`config.mk`:
```
export PLATFORM = sky130hd
export DESIGN_NAME = muldiv_hi_lo
export DESIGN_NICKNAME = d
export VERILOG_FILES = /design/src/rtl/muldiv_hi_lo.sv
export SDC_FILE = /design/constraint.sdc
export NUM_CORES = 2
export LEC_CHECK = 0
export ABC_AREA = 1
export BUFFER_PORTS_ARGS = -buffer_cell sky130_fd_sc_hd__buf_2
export CORE_ASPECT_RATIO = 1.25
export CORE_MARGIN = 5
export CORE_UTILIZATION = 40
export CTS_BUF_LIST = sky130_fd_sc_hd__clkbuf_4
export CTS_CLUSTER_SIZE = 10
export DETAILED_ROUTE_END_ITERATION = 12
export HOLD_SLACK_MARGIN = 0.05
export RECOVER_POWER = 50
export SKIP_CTS_REPAIR_TIMING = 1
export SLEW_MARGIN = 20
export SYNTH_ARGS = -nofsm -noshare
export SYNTH_HDL_FRONTEND = slang
export SYNTH_SLANG_ARGS = --single-unit
```
`constraint.sdc`:
```
create_clock -name clk -period 10.08 [get_ports clk]
set_clock_uncertainty 0.1 [all_clocks]
set_input_delay 1.008 -clock clk [delete_from_list [all_inputs] [get_ports clk]]
set_output_delay 1.008 -clock clk [all_outputs]
set_load 0.05 [all_outputs]
```
`src/rtl/muldiv_hi_lo.sv`:
```
`default_nettype none
// +-----------------------------------------------------------------------------+
// | muldiv_hi_lo : multi-cycle MULT/DIV unit that owns the HI/LO registers and   |
// |                answers the EXE-stage hi_lo request interface.               |
// | Revision     : 1.0                                                          |
// +-----------------------------------------------------------------------------+
module muldiv_hi_lo #(
    parameter int MUL_STAGES = 2,
    parameter int DIV_CYCLES = 32
) (
    input  logic        clk,
    input  logic        reset,
    input  logic [7:0]  hi_lo_op,
    input  logic [31:0] src1,
    input  logic [31:0] src2,
    input  logic        in_valid,
    input  logic        out_accept,
    input  logic        flush,
    input  logic        wr_disable,
    output logic        hi_lo_ready,
    output logic [31:0] hi_lo_result
);

    localparam int CNT_W = $clog2(DIV_CYCLES + 1);
    localparam logic [CNT_W-1:0] C_MUL_LAST = CNT_W'((MUL_STAGES > 1) ? MUL_STAGES - 2 : 0);
    localparam logic [CNT_W-1:0] C_DIV_LAST = CNT_W'(DIV_CYCLES - 1);

    typedef enum logic [1:0] {
        ST_IDLE = 2'd0,
        ST_MUL  = 2'd1,
        ST_DIV  = 2'd2,
        ST_DONE = 2'd3
    } state_t;

    state_t            r_state;
    state_t            w_state_nxt;
    logic [CNT_W-1:0]  r_cnt;
    logic [31:0]       r_hi;
    logic [31:0]       r_lo;
    logic [63:0]       r_result;
    logic [31:0]       r_rem;
    logic [31:0]       r_quo;
    logic [31:0]       r_dvs;
    logic [31:0]       r_src1;
    logic              r_neg_q;
    logic              r_neg_r;
    logic              r_dzero;

    logic        w_is_mul;
    logic        w_is_div;
    logic        w_start_mul;
    logic        w_start_div;
    logic        w_commit;
    logic [63:0] w_a64;
    logic [63:0] w_b64;
    logic [31:0] w_a_mag;
    logic [31:0] w_b_mag;
    logic [32:0] w_shift;
    logic [32:0] w_diff;
    logic        w_ge;
    logic [31:0] w_rem_nxt;
    logic [31:0] w_quo_nxt;
    logic [31:0] w_hi_fix;
    logic [31:0] w_lo_fix;

    assign w_is_mul    = hi_lo_op[0] | hi_lo_op[1];
    assign w_is_div    = hi_lo_op[2] | hi_lo_op[3];
    assign w_start_mul = (r_state == ST_IDLE) && in_valid && w_is_mul;
    assign w_start_div = (r_state == ST_IDLE) && in_valid && w_is_div;
    assign w_commit    = hi_lo_ready && out_accept && in_valid && !wr_disable && !flush;

    // Sign/zero extension to 64 bits lets one unsigned multiply serve both MULT and MULTU
    assign w_a64   = {{32{hi_lo_op[0] & src1[31]}}, src1};
    assign w_b64   = {{32{hi_lo_op[0] & src2[31]}}, src2};
    assign w_a_mag = (hi_lo_op[2] && src1[31]) ? (~src1 + 32'd1) : src1;
    assign w_b_mag = (hi_lo_op[2] && src2[31]) ? (~src2 + 32'd1) : src2;

    // One restoring step: shift the next dividend bit into the partial remainder
    assign w_shift   = {r_rem, r_quo[31]};
    assign w_diff    = w_shift - {1'b0, r_dvs};
    assign w_ge      = ~w_diff[32];
    assign w_rem_nxt = w_ge ? w_diff[31:0] : w_shift[31:0];
    assign w_quo_nxt = {r_quo[30:0], w_ge};
    assign w_lo_fix  = r_dzero ? 32'hFFFF_FFFF : (r_neg_q ? (~w_quo_nxt + 32'd1) : w_quo_nxt);
    assign w_hi_fix  = r_dzero ? r_src1 : (r_neg_r ? (~w_rem_nxt + 32'd1) : w_rem_nxt);

    always_ff @(posedge clk) begin
        if (reset) begin
            r_state <= ST_IDLE;
        end else begin
            r_state <= w_state_nxt;
        end
    end

    always_comb begin
        w_state_nxt = r_state;
        hi_lo_ready = 1'b0;
        case (r_state)
            ST_IDLE: begin
                hi_lo_ready = !(in_valid && (w_is_mul || w_is_div));
                if (in_valid && w_is_mul) begin
                    w_state_nxt = (MUL_STAGES == 1) ? ST_DONE : ST_MUL;
                end else if (in_valid && w_is_div) begin
                    w_state_nxt = ST_DIV;
                end
            end
            ST_MUL: begin
                if (r_cnt == C_MUL_LAST) w_state_nxt = ST_DONE;
            end
            ST_DIV: begin
                if (r_cnt == C_DIV_LAST) w_state_nxt = ST_DONE;
            end
            ST_DONE: begin
                hi_lo_ready = 1'b1;
                if (out_accept) w_state_nxt = ST_IDLE;
            end
            default: w_state_nxt = ST_IDLE;
        endcase
        if (flush) w_state_nxt = ST_IDLE;
    end

    // Any state change restarts the count, so MUL and DIV both start from zero
    always_ff @(posedge clk) begin
        if (reset || flush || (r_state != w_state_nxt)) begin
            r_cnt <= '0;
        end else if (r_state == ST_MUL || r_state == ST_DIV) begin
            r_cnt <= r_cnt + 1'b1;
        end
    end

    always_ff @(posedge clk) begin
        if (w_start_mul) begin
            r_result <= w_a64 * w_b64;
        end
        if (w_start_div) begin
            r_rem   <= '0;
            r_quo   <= w_a_mag;
            r_dvs   <= w_b_mag;
            r_src1  <= src1;
            r_neg_q <= hi_lo_op[2] & (src1[31] ^ src2[31]);
            r_neg_r <= hi_lo_op[2] & src1[31];
            r_dzero <= (src2 == 32'd0);
        end else if (r_state == ST_DIV) begin
            r_rem <= w_rem_nxt;
            r_quo <= w_quo_nxt;
            if (r_cnt == C_DIV_LAST) r_result <= {w_hi_fix, w_lo_fix};
        end
    end

    always_ff @(posedge clk) begin
        if (reset) begin
            r_hi <= '0;
            r_lo <= '0;
        end else if (w_commit) begin
            if (w_is_mul || w_is_div) begin
                r_hi <= r_result[63:32];
                r_lo <= r_result[31:0];
            end
            if (hi_lo_op[6]) r_hi <= src1;
            if (hi_lo_op[7]) r_lo <= src1;
        end
    end

    always_comb begin
        hi_lo_result = 32'd0;
        if (hi_lo_op[4]) begin
            hi_lo_result = r_hi;
        end else if (hi_lo_op[5]) begin
            hi_lo_result = r_lo;
        end
    end

endmodule
`default_nettype wire

```
==> reports/metrics.yaml <==
status: "finished with violations"
failed_checks: "capacitance limit, slew limit"
critPathArrivalTime_ns: 9.70
period_share: 0.907
post-route-min-period_ns: 9.15
die_w_um: 346
max_freq_ghz: 0.109
worstSetupPathType: "in -> reg"
start_util: 0.401
synth_flop_cell: "dfxtp_1"
synthCells: 7277
whs_ns: 0.364
dpl_cell_area_mm2: 0.0590
setup_viol: 0
tightestPinTransition_ns: 3.63
first_iter_violations: 3654
max_stage_delay_ns: 1.57
rows: 154
routed_wl_um: 204000
layout-drive-gt1-share: 0.0595
die_h_um: 430
crit_fanout: 24
cts.sinks: 267
ios: 111
dieArea_mm2: 0.149
via_per_inst: 5.19
yosys.cell_types.count: 58
start_kind: "primary input"
grt_pass1_vias: 50800
rsz0062_at_grt: "false"
end_kind: "flip-flop"
postRouteAntennaNets: 0
multi_input_area_mm2: 0.0413
seq_area_frac_synth: 0.112
clock_path_buffers: 3
hold_class: "reg -> reg"
num-fill-cells: 14400
dp_hpwl_um: 165000
synthTopCellsByArea: "fa_1 (40%), inv_1 (13%), nand2_1 (12%)"
drc_errors: 0
gp_congestion: 0.999
synth_top_area_frac: 0.400
syn_nets: 8737
port_buffers: 110
fin_area_mm2: 0.0599
htree_levels: 3
area_growth_pct: 6.38
grt_pass1_wl_um: 310000
syn_area_per_cell_um2: 7.74
finalHoldViolations: 0
tritoncts: "done"
relSlewSlack: -1.42
core_area_mm2: 0.140
insertion_delay_ns: 0.83
nNetsFinal: 8697
cp_slowest_cell: "clkbuf_1"
cts-root-buf: "clkbuf_4"
ys_async_sr_fraction: 0
yosys.cell_count.top_type: "inv_1"
cts_buffers: 76
gr-total-overflow: 0
synth_area_leader_cell: "fa_1"
register_area_mm2: 0.00634
maxCapViolCount: 22
synth_area_mm2: 0.0563
drt-wirelength-per-cell_um: 22.2
clk_pin_slew_ns: 0.06
drv_slew: 647
first_pass_iters: 6
grt_use_total: 0.274
antenna_found_initial: 16
cp.required_ns: 10.63
tns_ns: 0
ys_warn_count: 0
synth_edf_count: 99
netlist_top_cells_count: "inv_1 (1,936), nand2_1 (1,727), fa_1 (1,126)"
grt_max_degree: 68
synth_seq_cells: 267
via_count: 47600
cell type report:
class,count,area share
clock buffers,113,0.0142
repair buffers,245,0.0268
inverters,1947,0.122
clock inverters,24,0.00242
well taps,1872,0.0391
multi-input cells,4700,0.689
flip-flops and latches,267,0.106
diodes,13,0.000543
critical path, delay by kind of cell:
kind / cells / cell delay, ns
adder cells (fa/ha/maj): 9 / 4.40
AO/OA/AOI/OAI: 7 / 1.40
buffers and inverters: 9 / 2.00
AND/OR/NAND/NOR: 5 / 0.81
per-stage QoR:
stage,utilization,cells,worst slack [ns]
after floorplan,-,7277,1.57
after global placement,0.420,9031,0.807
after detailed placement,0.420,9031,0.826
after CTS,0.427,9168,1.66
after global routing,0.427,9175,0.619
final,0.427,9181,0.934
registers in the layout, summed over array words and instances, names as in the netlist, 2 cells and up:
signal / cells
r_result: 64
r_dvs: 32
r_hi: 32
r_lo: 32
r_quo: 32
r_rem: 32
r_src1: 32
r_cnt: 6
r_state: 2
path summary, 6_finish.rpt:
kind                                  from           end  slack [ns]  cells past startpoint
worst min-delay path              r_hi[22]      r_hi[22]        0.36                      2
worst min register to register    r_hi[22]      r_hi[22]        0.36                      2
worst max register to register  r_state[1]     r_quo[31]        2.87                      8
worst max-delay path               src1[3]  r_result[52]        0.93                     30
cells in the final DEF, fill, tap and decap left out, types with 14 or more instances in the layout:
master,instances
a211oi_1,68
a21boi_1,14
a21o_1,15
a21oi_1,201
a31oi_1,25
a32oi_1,17
buf_2,94
buf_4,117
clkbuf_1,26
clkbuf_4,113
clkinv_1,15
dfxtp_1,168
edfxtp_1,99
fa_1,1126
ha_1,256
inv_1,1935
mux2i_1,32
nand2_1,1726
nand2_2,34
nand3_1,180
nand3b_1,18
nand4_1,29
nor2_1,360
nor3_1,46
nor4_1,16
o211ai_1,31
o21a_1,23
o21ai_0,225
o22ai_1,31
or2_2,18
xnor2_1,44
xor2_1,83
cells by family after synthesis:
group           count (synthesis)  share of synthesized area
compound gates                698                     0.0733
xor+xnor                      127                     0.0197
fa+ha+maj                    1382                      0.457
buf+inv                      2310                      0.155
flops                         267                      0.112
mux                            32                    0.00569
simple gates                 2461                      0.177
per-layer routing:
metal | track usage | part of all wire | up-vias
met1 | 0.331 | 0.38 | 23900
met2 | 0.471 | 0.48 | 1925
li1 | - | - | 21300
met4 | 0.162 | 0.076 | 2
met3 | 0.0351 | 0.062 | 529
met5 | 0 | 0.000074 | -
Power is not shown: default switching activity piles up to over one toggle a cycle in this logic, so the estimate is an artifact.
